### src/rtl/cnt_share_arbiter_if.sv
// Requester and counter-side signals of the shared-counter arbiter.
// slave = arbiter view, master = requesters plus flex_counter view.
interface cnt_share_arbiter_if #(
    parameter int NUM_REQ   = 4,
    parameter int CNT_WIDTH = 4
);
    logic [NUM_REQ-1:0]           req;
    logic [NUM_REQ*CNT_WIDTH-1:0] req_val;
    logic [NUM_REQ-1:0]           grant;
    logic [NUM_REQ-1:0]           done;
    logic                         busy;
    logic                         cnt_clear;
    logic                         cnt_enable;
    logic [CNT_WIDTH-1:0]         cnt_rollover_val;
    logic [CNT_WIDTH-1:0]         cnt_count_out;
    logic                         cnt_rollover_flag;

    modport slave (
        input  req, req_val, cnt_count_out, cnt_rollover_flag,
        output grant, done, busy, cnt_clear, cnt_enable, cnt_rollover_val
    );

    modport master (
        output req, req_val, cnt_count_out, cnt_rollover_flag,
        input  grant, done, busy, cnt_clear, cnt_enable, cnt_rollover_val
    );
endinterface

### src/rtl/cnt_share_arbiter.sv
// Round-robin sequencer time-sharing one flex_counter among NUM_REQ requesters.
// Optional CNT_SHARE_ARBITER_ABORT_EN: abort on req drop, gate done on count match.
module cnt_share_arbiter #(
    parameter int NUM_REQ   = 4,
    parameter int CNT_WIDTH = 4
) (
    input logic                 clk,
    input logic                 rst,
    cnt_share_arbiter_if.slave  bus
);
    localparam int IDX_W = (NUM_REQ > 1) ? $clog2(NUM_REQ) : 1;

    typedef enum logic [1:0] {IDLE, CLEAR, COUNT, DONE} state_t;

    state_t               state_q, state_d;
    logic [IDX_W-1:0]     ptr_q, ptr_d, idx_q, idx_d;
    logic [CNT_WIDTH-1:0] val_q, val_d;
    logic [NUM_REQ-1:0]   grant_q, grant_d;

    logic                 found;
    logic [IDX_W-1:0]     pick, cand, ptr_nxt;
    logic [CNT_WIDTH-1:0] pick_val;
    logic                 clr, en;
    logic [NUM_REQ-1:0]   done_v;

    // First requester at or above the pointer, wrapping.
    always_comb begin
        found = 1'b0;
        pick  = '0;
        cand  = '0;
        for (int k = 0; k < NUM_REQ; k++) begin
            if (int'(ptr_q) + k >= NUM_REQ)
                cand = IDX_W'(int'(ptr_q) + k - NUM_REQ);
            else
                cand = IDX_W'(int'(ptr_q) + k);
            if (!found && bus.req[cand]) begin
                found = 1'b1;
                pick  = cand;
            end
        end
    end

    assign pick_val = bus.req_val[int'(pick)*CNT_WIDTH +: CNT_WIDTH];
    assign ptr_nxt  = (idx_q == IDX_W'(NUM_REQ-1)) ? '0 : idx_q + 1'b1;

    always_comb begin
        state_d = state_q;
        ptr_d   = ptr_q;
        idx_d   = idx_q;
        val_d   = val_q;
        grant_d = grant_q;
        clr     = 1'b0;
        en      = 1'b0;
        done_v  = '0;
        case (state_q)
            IDLE: begin
                if (found) begin
                    idx_d   = pick;
                    val_d   = (pick_val == '0) ? CNT_WIDTH'(1) : pick_val;
                    grant_d = NUM_REQ'(1) << pick;
                    state_d = CLEAR;
                end
            end
            CLEAR: begin
                clr     = 1'b1;
                state_d = COUNT;
            end
            COUNT: begin
                // Freeze at the rollover value instead of letting the counter wrap.
                en = ~bus.cnt_rollover_flag;
`ifdef CNT_SHARE_ARBITER_ABORT_EN
                if (!bus.req[idx_q]) begin
                    en      = 1'b0;
                    clr     = 1'b1;
                    grant_d = '0;
                    ptr_d   = ptr_nxt;
                    state_d = IDLE;
                end else if (bus.cnt_rollover_flag) begin
                    state_d = DONE;
                end
`else
                if (bus.cnt_rollover_flag)
                    state_d = DONE;
`endif
            end
            DONE: begin
`ifdef CNT_SHARE_ARBITER_ABORT_EN
                if (bus.cnt_count_out == val_q)
                    done_v = grant_q;
`else
                done_v = grant_q;
`endif
                ptr_d   = ptr_nxt;
                grant_d = '0;
                state_d = IDLE;
            end
            default: state_d = IDLE;
        endcase
    end

    always_ff @(posedge clk or posedge rst) begin
        if (rst) begin
            state_q <= IDLE;
            ptr_q   <= '0;
            idx_q   <= '0;
            val_q   <= '0;
            grant_q <= '0;
        end else begin
            state_q <= state_d;
            ptr_q   <= ptr_d;
            idx_q   <= idx_d;
            val_q   <= val_d;
            grant_q <= grant_d;
        end
    end

`ifndef CNT_SHARE_ARBITER_ABORT_EN
    logic unused_cnt;
    assign unused_cnt = ^bus.cnt_count_out;
`endif

    assign bus.grant            = grant_q;
    assign bus.done             = done_v;
    assign bus.busy             = (state_q != IDLE);
    assign bus.cnt_clear        = clr;
    assign bus.cnt_enable       = en;
    assign bus.cnt_rollover_val = val_q;
endmodule

### src/flat_wrapper.sv
// flat-port wrapper written by rule: the top's interface ports become plain ports
module cnt_share_arbiter_flat 
#(
    parameter int NUM_REQ   = 4,
    parameter int CNT_WIDTH = 4
)
  (clk, rst, bus_req, bus_req_val, bus_cnt_count_out, bus_cnt_rollover_flag, bus_grant, bus_done, bus_busy, bus_cnt_clear, bus_cnt_enable, bus_cnt_rollover_val);
  cnt_share_arbiter_if #(.NUM_REQ(NUM_REQ), .CNT_WIDTH(CNT_WIDTH)) bus_i ();
  input logic clk;
  input logic rst;
  input wire logic [$bits(bus_i.req)-1:0] bus_req;
  input wire logic [$bits(bus_i.req_val)-1:0] bus_req_val;
  input wire logic [$bits(bus_i.cnt_count_out)-1:0] bus_cnt_count_out;
  input wire logic [$bits(bus_i.cnt_rollover_flag)-1:0] bus_cnt_rollover_flag;
  output wire logic [$bits(bus_i.grant)-1:0] bus_grant;
  output wire logic [$bits(bus_i.done)-1:0] bus_done;
  output wire logic [$bits(bus_i.busy)-1:0] bus_busy;
  output wire logic [$bits(bus_i.cnt_clear)-1:0] bus_cnt_clear;
  output wire logic [$bits(bus_i.cnt_enable)-1:0] bus_cnt_enable;
  output wire logic [$bits(bus_i.cnt_rollover_val)-1:0] bus_cnt_rollover_val;
  assign bus_i.req = bus_req;
  assign bus_i.req_val = bus_req_val;
  assign bus_i.cnt_count_out = bus_cnt_count_out;
  assign bus_i.cnt_rollover_flag = bus_cnt_rollover_flag;
  assign bus_grant = bus_i.grant;
  assign bus_done = bus_i.done;
  assign bus_busy = bus_i.busy;
  assign bus_cnt_clear = bus_i.cnt_clear;
  assign bus_cnt_enable = bus_i.cnt_enable;
  assign bus_cnt_rollover_val = bus_i.cnt_rollover_val;
  cnt_share_arbiter #(.NUM_REQ(NUM_REQ), .CNT_WIDTH(CNT_WIDTH)) u_core (.clk(clk), .rst(rst), .bus(bus_i));
endmodule
### config.mk
export PLATFORM = sky130hd
export DESIGN_NAME = cnt_share_arbiter_flat
export DESIGN_NICKNAME = d
export VERILOG_FILES = /design/src/rtl/cnt_share_arbiter_if.sv /design/src/rtl/cnt_share_arbiter.sv /design/src/flat_wrapper.sv
export SDC_FILE = /design/constraint.sdc
export NUM_CORES = 1
export LEC_CHECK = 0
export CELL_PAD_IN_SITES_DETAIL_PLACEMENT = 1
export CELL_PAD_IN_SITES_GLOBAL_PLACEMENT = 2
export CORE_UTILIZATION = 26
export CTS_BUF_LIST = sky130_fd_sc_hd__clkbuf_8
export CTS_CLUSTER_SIZE = 28
export DETAILED_ROUTE_END_ITERATION = 6
export GPL_ROUTABILITY_DRIVEN = 0
export PLACE_DENSITY = 0.92
export SYNTH_ARGS = -nofsm -noshare
export SYNTH_HDL_FRONTEND = slang
export SYNTH_SLANG_ARGS = --single-unit
export TNS_END_PERCENT = 50
### constraint.sdc
create_clock -name clk -period 3.3 [get_ports clk]
set_clock_uncertainty 0.05 [all_clocks]
set_input_delay 0.66 -clock clk [delete_from_list [all_inputs] [get_ports clk]]
set_output_delay 0.66 -clock clk [all_outputs]
set_load 0.02 [all_outputs]
==> run metrics, run 1 <==
# Post-CTS Setup Buffers 0; worst path bufs/invs 1; largest net degree at the start of global routing 15; CP required approximately 3400 ps; Hold Vio Cnt, Final 0; fin crit share 82.9%; First-pass DRT Iterations 2; clk_lat worst skew 240 ps; Max Cap Viol 0; Cells after DPL 181; delay-heaviest family, CP compound AO/OA/AOI/OAI gates; syn avg cell area 9.55 um^2; crit-path max cell delay 510 ps; post-DR wirelength/cell 14.8 um; Slew Viols, Final 0; GRT overflow 0; placeable core area 3420 um^2; post-cts sizing count 0; Clock Pin Slew Worst Setup and Hold Paths 60 ps; Syn Inst Count 99; Critical Path AT ~2800 ps; DR vias/cell 4.94; Starting DRT DRC Count 27; syn_nets 132; Post-synth EDFFs 0; cts bufs inserted 3; final setup TNS 0 ps; Worst Path Max Fanout 9; clk sinks 14; post-synth cell types 33; commonest non-fill, non-tap cell in the layout clkdlybuf4s50_1; die width 62.3 um; dpl hpwl 2150 um; Hold Crit Class reg -> reg; nets@finish 173; antenna cells 0; Setup crit start kind input port; Cell Pwr Density 815 nW/um^2; CTS tree built; # setup viols final 0; sequential element share of the synthesized area 37.0%; H-tree Lvls 1; crit path max-delay cell type clkdlybuf4s50_1; DR DRC count 0; routed vias 914; fin crit period 2740 ps; Port Buffers 37; fmax 365 MHz; number of global-route vias before repair between 1000 and 1500; status complete, no violations; row cnt 21; leading register cell type out of synthesis dfrtp_1; RSZ-0062 raised after global routing false; Async SR Flop Fraction between 90% and 100%; CP cell instances clkdlybuf4s50_1, and2b_4, a311oi_4, or2_1, a211oi_1, o22a_1, a31o_1; Yosys reg bits 14; worst-case clock buffer depth 2; Crit Path Class in -> reg; initial antenna violation count 0; Area Growth Syn to Fin 50.7%; YS warnings 0; initial core utilization 27.7%; Die ar. between 3000 and 4000 um^2; leakage 0.594 nW; Die Y 62.3 um; Slew HR 56.1%; post-route insts no fill 185; Worst Setup End Kind flop; Post-Syn Area 946 um^2; share of layout cells above drive strength 1 10.1%; first-pass GRT wire length a little under 5000 um; gr usage total 15.5%; IO Pins 42; Worst Tran Pin Value 652 ps; r2r setup slk 1170 ps; most frequent cells in the layout clkdlybuf4s50_1, dfrtp_1, nand2_1; Hold Buf Count CTS 0; Detailed Route WL 2730 um; maximum VDD drop 0.362 mV; antenna viol nets, final 0; clock root cell clkbuf_8
[where the power goes]
part | switching (W) | internal, W | total (W)
Clock | 0.0000601 | 0.000106 | 0.000166
Combinational | 0.000365 | 0.000317 | 0.000682
Sequential | 0.0000615 | 0.000253 | 0.000314
Total | 0.000486 | 0.000676 | 0.00116
[cells in the mapped netlist, types with 2 or more instances]
cell	n	area, um^2
nand2b_1	2	12.5
nand2_1	10	37.5
a21o_1	2	15.0
a21oi_1	2	10.0
o31ai_1	3	22.5
ha_1	6	75.1
mux2_2	3	33.8
dfrtp_1	14	350
clkbuf_1	2	7.51
mux2i_1	2	20.0
nor2_1	6	22.5
o21ai_0	7	35.0
and2_1	5	31.3
inv_1	6	22.5
nor3b_1	6	45.0
a211oi_1	6	45.0
[kinds of logic after synthesis]
| family | Yosys count | synth area share (%) |
|---|---|---|
| AND/OR/NAND/NOR | 36 | 20.9 |
| AO/OA/AOI/OAI | 29 | 24.1 |
| flip-flops | 14 | 37.0 |
| buffers and inverters | 9 | 4.37 |
| adder cells (fa/ha/maj) | 6 | 7.94 |
| multiplexers | 5 | 5.69 |
[worst paths after layout]
check                                               startpoint                        endpoint  cells past startpoint
worst min-delay path            u_core.bus.cnt_rollover_val[2]  u_core.bus.cnt_rollover_val[2]                      2
max in group asynchronous                                  rst  u_core.bus.cnt_rollover_val[1]                      2
worst min register to register  u_core.bus.cnt_rollover_val[2]  u_core.bus.cnt_rollover_val[2]                      2
worst max register to register                 u_core.ptr_q[1]  u_core.bus.cnt_rollover_val[0]                      6
worst max-delay path                                bus_req[2]  u_core.bus.cnt_rollover_val[0]                      7
min in group asynchronous                                  rst             u_core.bus.grant[3]                      2
[routing by layer]
layer,GRT usage (%),share of wire (%),vias to the layer above
li1,-,-,435
met3,3.31,4.2,2
met4,3.20,0.22,0
met2,27.5,51,21
met1,19.3,45,456
met5,0,0,-
[layout make-up]
class                   count  area (um^2)
multi-input cells          76          554
clock buffers               4         55.1
fillers                   414         1990
repair buffers             39          385
inverters                   6         22.5
flip-flops and latches     14          350
well taps                  46         57.6
[through the flow]
stage	hold WS (ps)	power, W	worst slack (ps)	utilization, %	area (um^2)
2_1_floorplan	404	0.000743	1130	-	946
3_3_place_gp	420	0.000972	406	40.1	1370
3_5_place_dp	431	0.00101	315	40.1	1370
4_1_cts	444	0.00118	552	41.7	1430
5_1_grt	487	0.00126	437	41.7	1430
6_report	439	0.00116	564	41.7	1430
[state kept, by name (all words and copies together), names as in the netlist]
signal                       count
u_core.bus.cnt_rollover_val      4
u_core.state_q                   2
u_core.idx_q                     2
u_core.ptr_q                     2
u_core.bus.grant                 4
[tightest hold or removal path: stages, from the launching register on]
cell and delay, ps:
dfrtp_1 340, nand2_1 50, o21ai_0 60
Note: power is estimated with default switching activity, not from simulation.
==> run 2, diff against run 1 <==
--- a/config.mk
+++ b/config.mk
@@ -7,12 +7,12 @@
 export LEC_CHECK = 0
 export CELL_PAD_IN_SITES_DETAIL_PLACEMENT = 1
 export CELL_PAD_IN_SITES_GLOBAL_PLACEMENT = 2
-export CORE_UTILIZATION = 26
+export CORE_UTILIZATION = 24
 export CTS_BUF_LIST = sky130_fd_sc_hd__clkbuf_8
 export CTS_CLUSTER_SIZE = 28
 export DETAILED_ROUTE_END_ITERATION = 6
 export GPL_ROUTABILITY_DRIVEN = 0
-export PLACE_DENSITY = 0.92
+export PLACE_DENSITY = 0.86
 export SYNTH_ARGS = -nofsm -noshare
 export SYNTH_HDL_FRONTEND = slang
 export SYNTH_SLANG_ARGS = --single-unit
==> constraint.sdc (replaced) <==
create_clock -name clk -period 2.6 [get_ports clk]
set_clock_uncertainty 0.05 [all_clocks]
set_input_delay 0.52 -clock clk [delete_from_list [all_inputs] [get_ports clk]]
set_output_delay 0.52 -clock clk [all_outputs]
set_load 0.02 [all_outputs]
==> run metrics, run 2 (synthesis gave the netlist of run 1 again) <==
placeable core area around 3700 um^2; initial antenna violation count 0; Critical Path AT 1830 ps; Starting DRT DRC Count 17; row cnt 22; fin crit share 92.1%; Int Power 0.000850 W; Worst Path Max Fanout 4; most frequent cells in the layout clkdlybuf4s50_1, dfrtp_1, nand2_1; H-tree Lvls 1; fin crit period around 2400 ps; # setup viols final 0; gr usage total 14.2%; dpl ws 45.1 ps; number of global-route vias before repair 1040; Die ar. 4200 um^2; Reg power frac between 20 and 30%; First-pass DRT Iterations 4; Crit Path Class reg -> out; RSZ-0062 raised after global routing false; clk sinks 14; combinational power share 60.9%; sw frac 42.0%; antenna viol nets, final 0; Worst Tran Pin Value roughly 540 ps; Hold Crit Class reg -> reg; Clock Pin Slew Worst Setup and Hold Paths 60 ps; worst-case clock buffer depth 2; share of layout cells above drive strength 1 13.2%; Worst Setup End Kind primary output; IO Pins 42; fmax 418 MHz; post-route insts no fill about 190; commonest non-fill, non-tap cell in the layout clkdlybuf4s50_1; CTS tree built; Hold Vio Cnt, Final 0; Max Cap Viol 0; DR vias/cell 4.73; largest net degree at the start of global routing 15; Cells after DPL between 150 and 200; clk_lat worst skew 240 ps; Die Y 64.8 um; fillers 449; final setup TNS 0 ps; Hold Buf Count CTS 0; routed vias 909; leakage around 0.62 nW; maximum VDD drop ~0.54 mV; first-pass GRT wire length 4570 um; Slew HR 63.8%; clock share of power 11.8%; die width about 65 um; dpl hpwl 2210 um; nets@finish 179; post-DR wirelength/cell 14.1 um; initial core utilization ~25%; Detailed Route WL about 2700 um; # Post-CTS Setup Buffers 0; post-cts sizing count 0; Port Buffers 37; GRT overflow 0; Area Growth Syn to Fin 54.2%; Setup crit start kind flop; Slew Viols, Final 0; status complete, no violations; antenna cells 0; clock root cell clkbuf_8; net switching power 0.000615 W; DR DRC count 0; Cell Pwr Density 1000 nW/um^2; Final WS setup 205 ps; CP required 2030 ps; cts bufs inserted 3
## run 2: critical path, cell delays in order, from the launching register on
cell             delay [ps]
dfrtp_1                 420
inv_1                   130
ha_1                    190
nor2b_1                 210
clkdlybuf4s50_1         640
## run 2: metrics by stage
stage / utilization, % / total power (W) / hold slack, ps / area [um^2]
after floorplan: - / 0.000944 / 359 / 946
after global placement: 38.1 / 0.00126 / 416 / 1420
after detailed placement: 38.1 / 0.00131 / 435 / 1420
after CTS: 39.3 / 0.00149 / 448 / 1460
after global routing: 39.3 / 0.00159 / 472 / 1460
final: 39.3 / 0.00146 / 435 / 1460
## run 2: layout make-up
class                   count  area [um^2]  share of cell area, %
clock buffers               3         41.3                   2.83
well taps                  48         60.1                   4.12
inverters                   6         22.5                   1.54
flip-flops and latches     14          350                   24.0
multi-input cells          76          554                   38.0
repair buffers             45          430                   29.5
## run 2: final timing paths
kind                                                start                             end  slack (ps)  depth (start not counted)
max                                     u_core.state_q[0]                  bus_cnt_enable         200                          4
min                        u_core.bus.cnt_rollover_val[2]  u_core.bus.cnt_rollover_val[2]         430                          2
max reg2reg                               u_core.ptr_q[0]  u_core.bus.cnt_rollover_val[0]         640                          6
min reg2reg                u_core.bus.cnt_rollover_val[2]  u_core.bus.cnt_rollover_val[2]         430                          2
max in group asynchronous                             rst                 u_core.idx_q[0]        1570                          2
min in group asynchronous                             rst               u_core.state_q[0]         570                          2
## run 2: per-layer routing
metal | up-vias | share of wire [%] | track usage, %
li1 | 446 | - | -
met1 | 438 | 45 | 15.9
met2 | 23 | 50 | 26.6
met3 | 2 | 5.1 | 2.64
met4 | 0 | 0.37 | 4.17
met5 | - | 0 | 0
## run 2: power by group through the flow
stage | combinational, W | clock (W) | sequential (W)
after detailed placement | 0.000901 | 0 | 0.000406
final | 0.000892 | 0.000173 | 0.000399
after floorplan | 0.000495 | 0 | 0.000448
after global routing | 0.000986 | 0.000189 | 0.000413
after global placement | 0.000864 | 0 | 0.000396
after CTS | 0.000907 | 0.000182 | 0.000402
==> run 3, diff against run 2 <==
--- a/config.mk
+++ b/config.mk
@@ -5,6 +5,7 @@
 export SDC_FILE = /design/constraint.sdc
 export NUM_CORES = 1
 export LEC_CHECK = 0
+export ABC_CLOCK_PERIOD_IN_PS = 2600
 export CELL_PAD_IN_SITES_DETAIL_PLACEMENT = 1
 export CELL_PAD_IN_SITES_GLOBAL_PLACEMENT = 2
 export CORE_UTILIZATION = 24
==> results of run 3 <==
No change in the layout: final DEF, timing and power equal those of run 2.
